$ cat src/rtl/soil_pkg.sv
// rtl/soil_pkg.sv - shared types and constants for the soil-moisture front end
package soil_pkg;

    typedef enum logic [2:0] {
        ST_IDLE,
        ST_SETTLE,
        ST_SHIFT,
        ST_ACCUM,
        ST_MAP,
        ST_DIVIDE,
        ST_OUTPUT
    } soil_state_e;

    localparam int PCT_MAX   = 100;
    localparam int PCT_SCALE = 100;

endpackage

$ cat src/rtl/soil_seq_divider.sv
// rtl/soil_seq_divider.sv - restoring unsigned divider, one quotient bit per clk
//
// Ports:
//   clk, reset         clock, synchronous active-high reset
//   start              load dividend/divisor; first quotient bit is resolved in this cycle
//   dividend, divisor  W-bit unsigned operands
//   done               high for one cycle, W cycles after start, while quotient is valid
//   quotient           W-bit quotient (held until the next start)
module soil_seq_divider #(
    parameter int W = 17
) (
    input  logic         clk,
    input  logic         reset,
    input  logic         start,
    input  logic [W-1:0] dividend,
    input  logic [W-1:0] divisor,
    output logic         done,
    output logic [W-1:0] quotient
);
    localparam int CNT_W = $clog2(W + 1);

    logic [W-1:0]     quo_q, quo_d, rem_q, rem_d, den_q, den_d;
    logic [CNT_W-1:0] cnt_q, cnt_d;
    logic             busy_q, busy_d;

    logic [W-1:0] rem_in, quo_in, den_in;
    logic [W:0]   rem_sh, diff;
    logic         fits;

    always_comb begin
        // The start cycle already performs the first step, so exactly W
        // cycles separate start from done.
        rem_in = start ? '0       : rem_q;
        quo_in = start ? dividend : quo_q;
        den_in = start ? divisor  : den_q;
        rem_sh = {rem_in, quo_in[W-1]};
        diff   = rem_sh - {1'b0, den_in};
        fits   = (rem_sh >= {1'b0, den_in});

        rem_d  = rem_q;
        quo_d  = quo_q;
        den_d  = den_q;
        cnt_d  = cnt_q;
        busy_d = busy_q;
        if (start || (busy_q && cnt_q != '0)) begin
            rem_d = fits ? W'(diff) : W'(rem_sh);
            quo_d = {quo_in[W-2:0], fits};
            den_d = den_in;
            cnt_d = start ? CNT_W'(W - 1) : cnt_q - CNT_W'(1);
        end
        if (start) begin
            busy_d = 1'b1;
        end else if (busy_q && cnt_q == '0) begin
            busy_d = 1'b0;
        end
    end

    always_ff @(posedge clk) begin
        if (reset) begin
            quo_q  <= '0;
            rem_q  <= '0;
            den_q  <= '0;
            cnt_q  <= '0;
            busy_q <= 1'b0;
        end else begin
            quo_q  <= quo_d;
            rem_q  <= rem_d;
            den_q  <= den_d;
            cnt_q  <= cnt_d;
            busy_q <= busy_d;
        end
    end

    assign done     = busy_q && (cnt_q == '0);
    assign quotient = quo_q;

endmodule

$ cat src/rtl/soil_moisture_monitor.sv
// rtl/soil_moisture_monitor.sv - multi-channel soil-moisture ADC scanner with calibrated percent output
//
// Optional feature macro: SOIL_ALARM_EN (adds alarm_thresh input and per-channel alarm output).
//
// Ports:
//   clk, reset              clock, synchronous active-high reset
//   start                   one-cycle scan request, ignored while busy
//   cal_dry, cal_wet        calibration raw readings, captured on accepted start
//   adc_sdo                 ADC serial data in (MSB first)
//   adc_cs_n, adc_sclk      ADC chip select (active low) and serial clock (idles low)
//   adc_ch                  analog mux select
//   busy                    scan in progress
//   out_valid, out_ch       one-cycle result strobe and its channel
//   moisture_pct, out_err   0..100 result and invalid-calibration flag, held between strobes
//   alarm_thresh, alarm     dry-alarm threshold and per-channel alarm (SOIL_ALARM_EN only)
module soil_moisture_monitor
    import soil_pkg::*;
#(
    parameter int NUM_CH   = 4,
    parameter int ADC_BITS = 10,
    parameter int AVG_LOG2 = 2,
    parameter int SCLK_DIV = 4,
    parameter int HYST     = 5,
    localparam int CH_W    = (NUM_CH > 1) ? $clog2(NUM_CH) : 1
) (
    input  logic                clk,
    input  logic                reset,
    input  logic                start,
    input  logic [ADC_BITS-1:0] cal_dry,
    input  logic [ADC_BITS-1:0] cal_wet,
    input  logic                adc_sdo,
    output logic                adc_cs_n,
    output logic                adc_sclk,
    output logic [CH_W-1:0]     adc_ch,
    output logic                busy,
    output logic                out_valid,
    output logic [CH_W-1:0]     out_ch,
    output logic [7:0]          moisture_pct,
`ifdef SOIL_ALARM_EN
    input  logic [7:0]          alarm_thresh,
    output logic [NUM_CH-1:0]   alarm,
`endif
    output logic                out_err
);
    localparam int DIV_W  = ADC_BITS + 7;
    localparam int ACC_W  = ADC_BITS + AVG_LOG2;
    localparam int DCNT_W = $clog2(SCLK_DIV);
    localparam int BCNT_W = $clog2(ADC_BITS) + 1;
    localparam int SMP_W  = AVG_LOG2 + 1;

    soil_state_e         state_q, state_d;
    logic [CH_W-1:0]     ch_q, ch_d;
    logic [DCNT_W-1:0]   dcnt_q, dcnt_d;
    logic [BCNT_W-1:0]   bcnt_q, bcnt_d;
    logic [SMP_W-1:0]    smp_q, smp_d;
    logic                sclk_q, sclk_d;
    logic [ADC_BITS-1:0] sh_q, sh_d, dry_q, dry_d, wet_q, wet_d;
    logic [ACC_W-1:0]    acc_q, acc_d;
    logic [7:0]          pct_q, pct_d;
    logic                err_q, err_d;

    logic [ADC_BITS-1:0] avg;
    logic [DIV_W-1:0]    div_num, div_den, div_quo;
    logic                div_start, div_done;

    assign avg     = ADC_BITS'(acc_q >> AVG_LOG2);
    assign div_num = DIV_W'(DIV_W'(dry_q - avg) * DIV_W'(PCT_SCALE));
    assign div_den = DIV_W'(dry_q - wet_q);

    soil_seq_divider #(.W(DIV_W)) u_div (
        .clk      (clk),
        .reset    (reset),
        .start    (div_start),
        .dividend (div_num),
        .divisor  (div_den),
        .done     (div_done),
        .quotient (div_quo)
    );

    always_comb begin
        state_d   = state_q;
        ch_d      = ch_q;
        dcnt_d    = dcnt_q;
        bcnt_d    = bcnt_q;
        smp_d     = smp_q;
        sclk_d    = sclk_q;
        sh_d      = sh_q;
        acc_d     = acc_q;
        dry_d     = dry_q;
        wet_d     = wet_q;
        pct_d     = pct_q;
        err_d     = err_q;
        div_start = 1'b0;
        case (state_q)
            ST_IDLE: begin
                if (start) begin
                    dry_d   = cal_dry;
                    wet_d   = cal_wet;
                    ch_d    = '0;
                    acc_d   = '0;
                    smp_d   = '0;
                    dcnt_d  = '0;
                    state_d = ST_SETTLE;
                end
            end
            ST_SETTLE: begin
                if (dcnt_q == DCNT_W'(SCLK_DIV - 1)) begin
                    dcnt_d  = '0;
                    bcnt_d  = '0;
                    state_d = ST_SHIFT;
                end else begin
                    dcnt_d = dcnt_q + DCNT_W'(1);
                end
            end
            ST_SHIFT: begin
                if (dcnt_q == DCNT_W'(SCLK_DIV - 1)) begin
                    dcnt_d = '0;
                    sclk_d = !sclk_q;
                    if (!sclk_q) begin
                        sh_d = {sh_q[ADC_BITS-2:0], adc_sdo};
                    end else if (bcnt_q == BCNT_W'(ADC_BITS - 1)) begin
                        state_d = ST_ACCUM;
                    end else begin
                        bcnt_d = bcnt_q + BCNT_W'(1);
                    end
                end else begin
                    dcnt_d = dcnt_q + DCNT_W'(1);
                end
            end
            ST_ACCUM: begin
                acc_d = acc_q + ACC_W'(sh_q);
                if (smp_q == SMP_W'((1 << AVG_LOG2) - 1)) begin
                    state_d = ST_MAP;
                end else begin
                    smp_d   = smp_q + SMP_W'(1);
                    state_d = ST_SETTLE;
                end
            end
            ST_MAP: begin
                // Result registers only change on entry to OUTPUT so the
                // previous result stays visible until the next strobe.
                if (dry_q <= wet_q) begin
                    pct_d   = '0;
                    err_d   = 1'b1;
                    state_d = ST_OUTPUT;
                end else if (avg >= dry_q) begin
                    pct_d   = '0;
                    err_d   = 1'b0;
                    state_d = ST_OUTPUT;
                end else if (avg <= wet_q) begin
                    pct_d   = 8'(PCT_MAX);
                    err_d   = 1'b0;
                    state_d = ST_OUTPUT;
                end else begin
                    div_start = 1'b1;
                    state_d   = ST_DIVIDE;
                end
            end
            ST_DIVIDE: begin
                if (div_done) begin
                    // Strictly inside (wet, dry) the quotient is below 100.
                    pct_d   = 8'(div_quo);
                    err_d   = 1'b0;
                    state_d = ST_OUTPUT;
                end
            end
            ST_OUTPUT: begin
                if (ch_q == CH_W'(NUM_CH - 1)) begin
                    state_d = ST_IDLE;
                end else begin
                    ch_d    = ch_q + CH_W'(1);
                    acc_d   = '0;
                    smp_d   = '0;
                    dcnt_d  = '0;
                    state_d = ST_SETTLE;
                end
            end
            default: state_d = ST_IDLE;
        endcase
    end

    always_ff @(posedge clk) begin
        if (reset) begin
            state_q <= ST_IDLE;
            ch_q    <= '0;
            dcnt_q  <= '0;
            bcnt_q  <= '0;
            smp_q   <= '0;
            sclk_q  <= 1'b0;
            sh_q    <= '0;
            acc_q   <= '0;
            dry_q   <= '0;
            wet_q   <= '0;
            pct_q   <= '0;
            err_q   <= 1'b0;
        end else begin
            state_q <= state_d;
            ch_q    <= ch_d;
            dcnt_q  <= dcnt_d;
            bcnt_q  <= bcnt_d;
            smp_q   <= smp_d;
            sclk_q  <= sclk_d;
            sh_q    <= sh_d;
            acc_q   <= acc_d;
            dry_q   <= dry_d;
            wet_q   <= wet_d;
            pct_q   <= pct_d;
            err_q   <= err_d;
        end
    end

`ifdef SOIL_ALARM_EN
    logic [NUM_CH-1:0] alarm_q, alarm_d;
    logic [8:0]        clr_lvl;

    always_comb begin
        alarm_d = alarm_q;
        clr_lvl = {1'b0, alarm_thresh} + 9'(HYST);
        if (state_q == ST_OUTPUT && !err_q) begin
            if (pct_q < alarm_thresh) begin
                alarm_d[ch_q] = 1'b1;
            end else if ({1'b0, pct_q} >= clr_lvl) begin
                alarm_d[ch_q] = 1'b0;
            end
        end
    end

    always_ff @(posedge clk) begin
        if (reset) begin
            alarm_q <= '0;
        end else begin
            alarm_q <= alarm_d;
        end
    end

    assign alarm = alarm_q;
`endif

    assign adc_cs_n     = (state_q != ST_SHIFT);
    assign adc_sclk     = sclk_q;
    assign adc_ch       = ch_q;
    assign busy         = (state_q != ST_IDLE);
    assign out_valid    = (state_q == ST_OUTPUT);
    assign out_ch       = ch_q;
    assign moisture_pct = pct_q;
    assign out_err      = err_q;

endmodule
$ cat config.mk
export PLATFORM = sky130hd
export DESIGN_NAME = soil_moisture_monitor
export DESIGN_NICKNAME = d
export VERILOG_FILES = /design/src/rtl/soil_pkg.sv /design/src/rtl/soil_seq_divider.sv /design/src/rtl/soil_moisture_monitor.sv
export SDC_FILE = /design/constraint.sdc
export NUM_CORES = 1
export LEC_CHECK = 0
export CORE_MARGIN = 5
export CORE_UTILIZATION = 35
export DETAILED_ROUTE_END_ITERATION = 8
export PLACE_DENSITY_LB_ADDON = 0.12
export SLEW_MARGIN = 15
export SYNTH_ARGS = -nofsm -noshare
export SYNTH_HDL_FRONTEND = slang
export SYNTH_SLANG_ARGS = --single-unit
$ cat constraint.sdc
create_clock -name clk -period 7 [get_ports clk]
set_input_delay 0.7 -clock clk [delete_from_list [all_inputs] [get_ports clk]]
set_output_delay 0.7 -clock clk [all_outputs]
set_load 0.02 [all_outputs]
-- After elaboration in Yosys (flattened, before gate mapping)
Index checks and enable logic that the tools add are counted.
- add/subtract/negate cells: 9
- multiply operators: 1
- $lt $le $gt $ge: 4
- eq/ne operators: 21
- muxes and demuxes: 50
- bitwise logic cells: 1
- reduce and logical (&&, ||, !) cells: 25
- operators with widths (cell ; count):
    17-bit 2-to-1 mux ; 4
    12-bit one-hot mux with 3 select lines ; 1
    8-bit 2-to-1 mux ; 4
    3-bit 2-to-1 mux ; 10
    5-bit 2-to-1 mux ; 5
    12-bit 2-to-1 mux ; 2
    10-bit by 10-bit subtractor with 11-bit output ; 2
    3-bit one-hot mux with 7 select lines ; 1
    10-bit less-or-equal comparator ; 2
    18-bit by 17-bit >= comparator with 1-bit output ; 1
    2-bit != test, second input constant ; 9
    17-bit by 5-bit multiplier with 15-bit output, second input constant ; 1
    17-bit subtractor ; 1
    8-bit one-hot mux with 2 select lines ; 1
    3-bit AND reduction ; 5
    2-bit 2-to-1 mux ; 7
    12-bit by 10-bit adder with 12-bit output ; 1
    10-bit >= comparator ; 1
    1-bit 2-to-1 mux ; 10
    5-bit one-hot mux with 2 select lines ; 1
    3-bit by 2-bit equality test with 1-bit output, second input constant ; 3
    3-bit equality test, second input constant ; 3
    3-bit one-hot mux with 3 select lines ; 1
    3-bit nonzero test ; 3
    25 further kinds ; 32
- register bits: 124
- output and inout bits: 17
- logic and storage cells: 128

-- Depth between registers and ports, before layout
- depth after elaboration: 8
- depth in mapped cells: 33

-- Cells and area by module
Synthesis repeated with hierarchy kept, for this count alone.
- cell total of the unflattened synthesis: 1065
- area, all modules: 8723.4 µm²
- by module, submodules not included (module ; instances ; cells each ; area an instance (µm²) ; seq. area each (µm²)):
    soil_moisture_monitor ; 1 ; 638 ; 5267.6 ; 1341.3
    soil_seq_divider ; 1 ; 427 ; 3455.8 ; 1141.1

-- Worst setup path after synthesis
No wires, ideal clock.
- path kind: register to register
- from: reg acc_q[3]
- to: reg u_div.rem_q[1]
- setup time: 0.086 ns
- arrival time: 6.597 ns
- data required time: 6.914 ns
- setup slack: 0.318 ns
- cell stages (with the launch flop): 33
- clock period less this slack: 6.682 ns
- cells stage by stage: dfxtp_1 inv_1 ha_1 nor2b_2 o211ai_1 a31oi_2 o21ai_0 nand2b_1 xnor2_1 inv_1 ha_1 ha_1 inv_1 fa_1 inv_1 ha_1 or2_2 a21oi_1 inv_1 a31o_2 a21oi_1 xnor2_1 a21o_1 ha_1 fa_1 nor2b_1 o31a_1 o221ai_1 a21o_1 and3_1 o2bb2ai_4 mux2_1 a211oi_1
- cells in the longest elaborated chain, start to end: 8
- elaborated cells on any way between the ends: 15
- classes of those cells: add/sub (2); mul (1); order compare (3); mux (8); reduce/logical (1)
- ends and longest elaborated chain (element ; line ; source):
    start, declared ; soil_moisture_monitor.sv:58 ; logic [ACC_W-1:0] acc_q, acc_d;
    start signal, assigned ; soil_moisture_monitor.sv:191 ; acc_q <= '0;
    start signal, assigned ; soil_moisture_monitor.sv:204 ; acc_q <= acc_d;
    branches (longest 8 deep; another with 17-bit by 5-bit multiplier with 15-bit output) ; -- ;
    end signal, assigned ; soil_seq_divider.sv:67 ; rem_q <= rem_d;
    end, declared ; soil_seq_divider.sv:22 ; logic [W-1:0] quo_q, quo_d, rem_q, rem_d, den_q, den_d;
Several ways; the timed one is not identified.
A chain may end at the register's enable or synchronous reset.

-- Worst setup path in the final report
- from: reg acc_q[3]
- to: reg u_div.rem_q[15]
Same word-level chain as after synthesis.

==> reports/results.tsv <==
metric	value	unit
core box area	24100	sq um
Layout fillers	2501	
I/O Buffers	40	
worst IR drop on VDD	0.143	mV
DIE HEIGHT	166	microns
minimum clock period	6.62	ns
P&R area growth vs syn	17.8	%
share of the synthesized area in the top cell type	29.2	%
R2R Path End	u_div.rem_q[15]	
crit path from	acc_q[3]	
DIE WIDTH	166	microns
routed vias	6972	
Fmax	151	MHz
critical path fanouts, max	6	
post-synthesis sequential area ratio	29.2	%
Mean Syn Cell Area	8.20	sq um
Setup TNS Final	0	ns
Slowest Stage Delay on Critical Path	0.49	ns
critical path endpoint category	flop	
global route overflow	0	
CP arrival	6.95	ns
Slew Limit Fails	0	
Synth area leader	dfxtp_1	
largest net degree at the start of global routing	76	
outcome	finished, final reports clean	
Synth Flop Type	dfxtp_1	
placer congestion estimate	0.813	
Final period util	94.6	%
clk_lat worst skew	0.43	ns
Reg area	2490	sq um
hpwl dp	15300	microns
Critical Path RT	7.33	ns
synthesized area	8510	sq um
Post-synth EDFFs	0	
initial antenna violation count	0	
Total GRT Usage	14.8	%
clock sinks	124	
# nets final	1205	
vias in the first global route	6835	
FFs w/ async S/R, synth	0	%
H-tree depth	4	
CTS root buf	clkbuf_16	
TritonCTS clock tree	done	
Wirelength per Cell	14.4	microns
starting DRC count in detailed routing	255	
Critical Path Most Common Cell	inv_1	
Worst Reg-to-Reg Cells	33	
Yosys cell types	66	
Setup Viol. Count Final	0	
Inserted Clock Buffers	17	
Reg-to-Reg Start	acc_q[3]	
critical hold path startpoint	wet_q[2]	
# rows	57	
Tot Pwr	0.00256	W
Hold Path Class	flop to flop	
final core utilization	41.6	%
DRC viols	0	
hold_buf cts	0	
#FFs+latches synth	124	
vias per cell	4.95	
Reg clk slew, reported paths	0.06	ns
slowest cell on the critical path	fa_1	
die area	27500	sq um
Detail Route Antenna Nets	0	
Hold Fails Final Rpt	0	
Pre-Repair DR Iteration Count	5	
Tightest Pin Transition	1.13	ns
top cells by area, synth	dfxtp_1, ha_1, nor2_1	
Crit Path Class	flop to flop	
clk_skew	0.0197	ns
hold worst-path end	wet_q[2]	
share of layout cells above drive strength 1	8.76	%
Worst R2R Setup Slack	0.38	ns
Synth Instances	1037	
Antenna diodes	0	
Slew headroom	24.2	%
Top Ports	41	
syn nets	1170	
first-pass GRT wire length	34100	microns
Initial Util	35.3	%
hold path depth	2	
drt total wl	20300	microns
footprint of the multi-input gates	5620	sq um
total of max-cap violations	0	
PD cells	256	nW/um^2
Leak	4.17	nW
Worst setup SP type	flop	
Synth warnings	0	
Longest Clk Path Bufs	2	
-- worst max-delay path by stage --
stage                       to  slack [ns]
2_1_floorplan   u_div.rem_q[1]        0.32
5_1_grt        u_div.rem_q[15]       -0.05
6_report       u_div.rem_q[15]        0.38
3_3_place_gp   u_div.rem_q[12]        0.13
4_1_cts         u_div.rem_q[3]        0.01
3_5_place_dp    u_div.rem_q[7]       -0.03
-- synth_stat cells, drive strengths merged, types with 3 or more instances --
library cell  count
and4              3
a21o             16
inv              86
a311oi           15
xor2             24
o21bai           12
or3               4
o21a              6
ha               95
nor3             17
nand2b           12
a31oi             7
nor2            122
clkbuf           32
nor2b             7
a2111oi           3
nand2           109
and2             25
or2               4
nand3            11
fa               14
o221ai            4
and3              9
mux2i            31
a21oi            89
nand4             9
a211oi           22
dfxtp           124
a211o             3
xnor2            33
buf              13
o21ai            24
a22oi            12
nor4              3
o31a              6
o211ai            5
o31ai             3
-- flip-flops by register name, summed over array words and instances, names as in the netlist --
signal and flops:
acc_q 12, adc_ch 2, adc_sclk 1, bcnt_q 5, dcnt_q 2, dry_q 10
moisture_pct 8, out_err 1, sh_q 10, smp_q 3, state_q 3, u_div.busy_q 1
u_div.cnt_q 5, u_div.den_q 17, u_div.quotient 17, u_div.rem_q 17, wet_q 10
-- where the power goes --
part	total, W	internal (W)	switching, W
clock network	0.000933	0.000566	0.000367
registers	0.000731	0.000717	0.0000143
logic	0.000898	0.000415	0.000483
-- per-layer routing --
| layer | GRT usage [%] | part of all wire, % | up-vias |
|---|---|---|---|
| met5 | 0 | 0 | - |
| met4 | 4.56 | 1.0 | 0 |
| met3 | 2.50 | 2.4 | 19 |
| met2 | 24.0 | 45 | 76 |
| met1 | 20.2 | 51 | 3209 |
| li1 | - | - | 3668 |
-- stage by stage --
stage	cells	hold slack, ns	cell area (sq um)	setup slack, ns
6_report	1409	0.455	10000	0.378
4_1_cts	1404	0.457	9850	0.0103
5_1_grt	1409	0.471	10000	-0.0468
3_3_place_gp	1372	0.444	9230	0.134
3_5_place_dp	1372	0.448	9230	-0.0291
2_1_floorplan	1037	0.436	8510	0.318
-- placed cells by master (no fill, tap or decap), types with 8 or more instances in the layout --
| cell type | count |
|---|---|
| o21bai_1 | 11 |
| a311oi_1 | 15 |
| and3_1 | 8 |
| nand2b_1 | 12 |
| clkbuf_16 | 17 |
| nand2_1 | 109 |
| mux2i_1 | 31 |
| nor2_1 | 121 |
| inv_1 | 85 |
| ha_1 | 92 |
| o21ai_0 | 21 |
| a22oi_1 | 12 |
| xnor2_1 | 31 |
| xor2_1 | 23 |
| nand3_1 | 11 |
| dfxtp_1 | 121 |
| fa_1 | 12 |
| clkdlybuf4s50_1 | 39 |
| nand4_1 | 9 |
| buf_4 | 19 |
| and2_1 | 25 |
| a21oi_1 | 84 |
| a211oi_1 | 22 |
| a21o_1 | 16 |
| nor3_1 | 15 |
-- critical path: cells and delay by family, from the launching register on --
kind            cells  cell delay [ns]
fa+ha+maj           7             1.87
xor+xnor            2             0.32
flops               1             0.36
buf+inv             6             0.56
simple gates        6             1.19
compound gates     12             2.24
-- kinds of logic (layout without fill, tap and decap cells) --
kind of cell / Yosys count / count (layout) / share of synthesized area, %
flops: 124 / 124 / 29.2
buf+inv: 131 / 179 / 6.22
mux: 32 / 32 / 3.78
fa+ha+maj: 109 / 109 / 17.3
simple gates: 344 / 344 / 18.6
xor+xnor: 57 / 57 / 5.87
compound gates: 240 / 240 / 19.1
-- final cells by class --
type	instances	area share [%]
clock buffer	17	4.25
clock inverter	15	1.87
inverter	86	3.22
multi-input combinational	782	56.1
sequential	124	24.8
tap	324	4.05
timing repair buffer	61	5.66
-- repair_timing --
action / 4_1_cts / 5_1_grt
setup buffers: 0 / 5
cloned: 0 / 0
endpoints found under the setup margin: 10 / 18
pin swaps: 0 / 16
hold endpoints to repair: 0 / 0
resized for setup: 2 / 28
(Power assumes the default switching activity.)
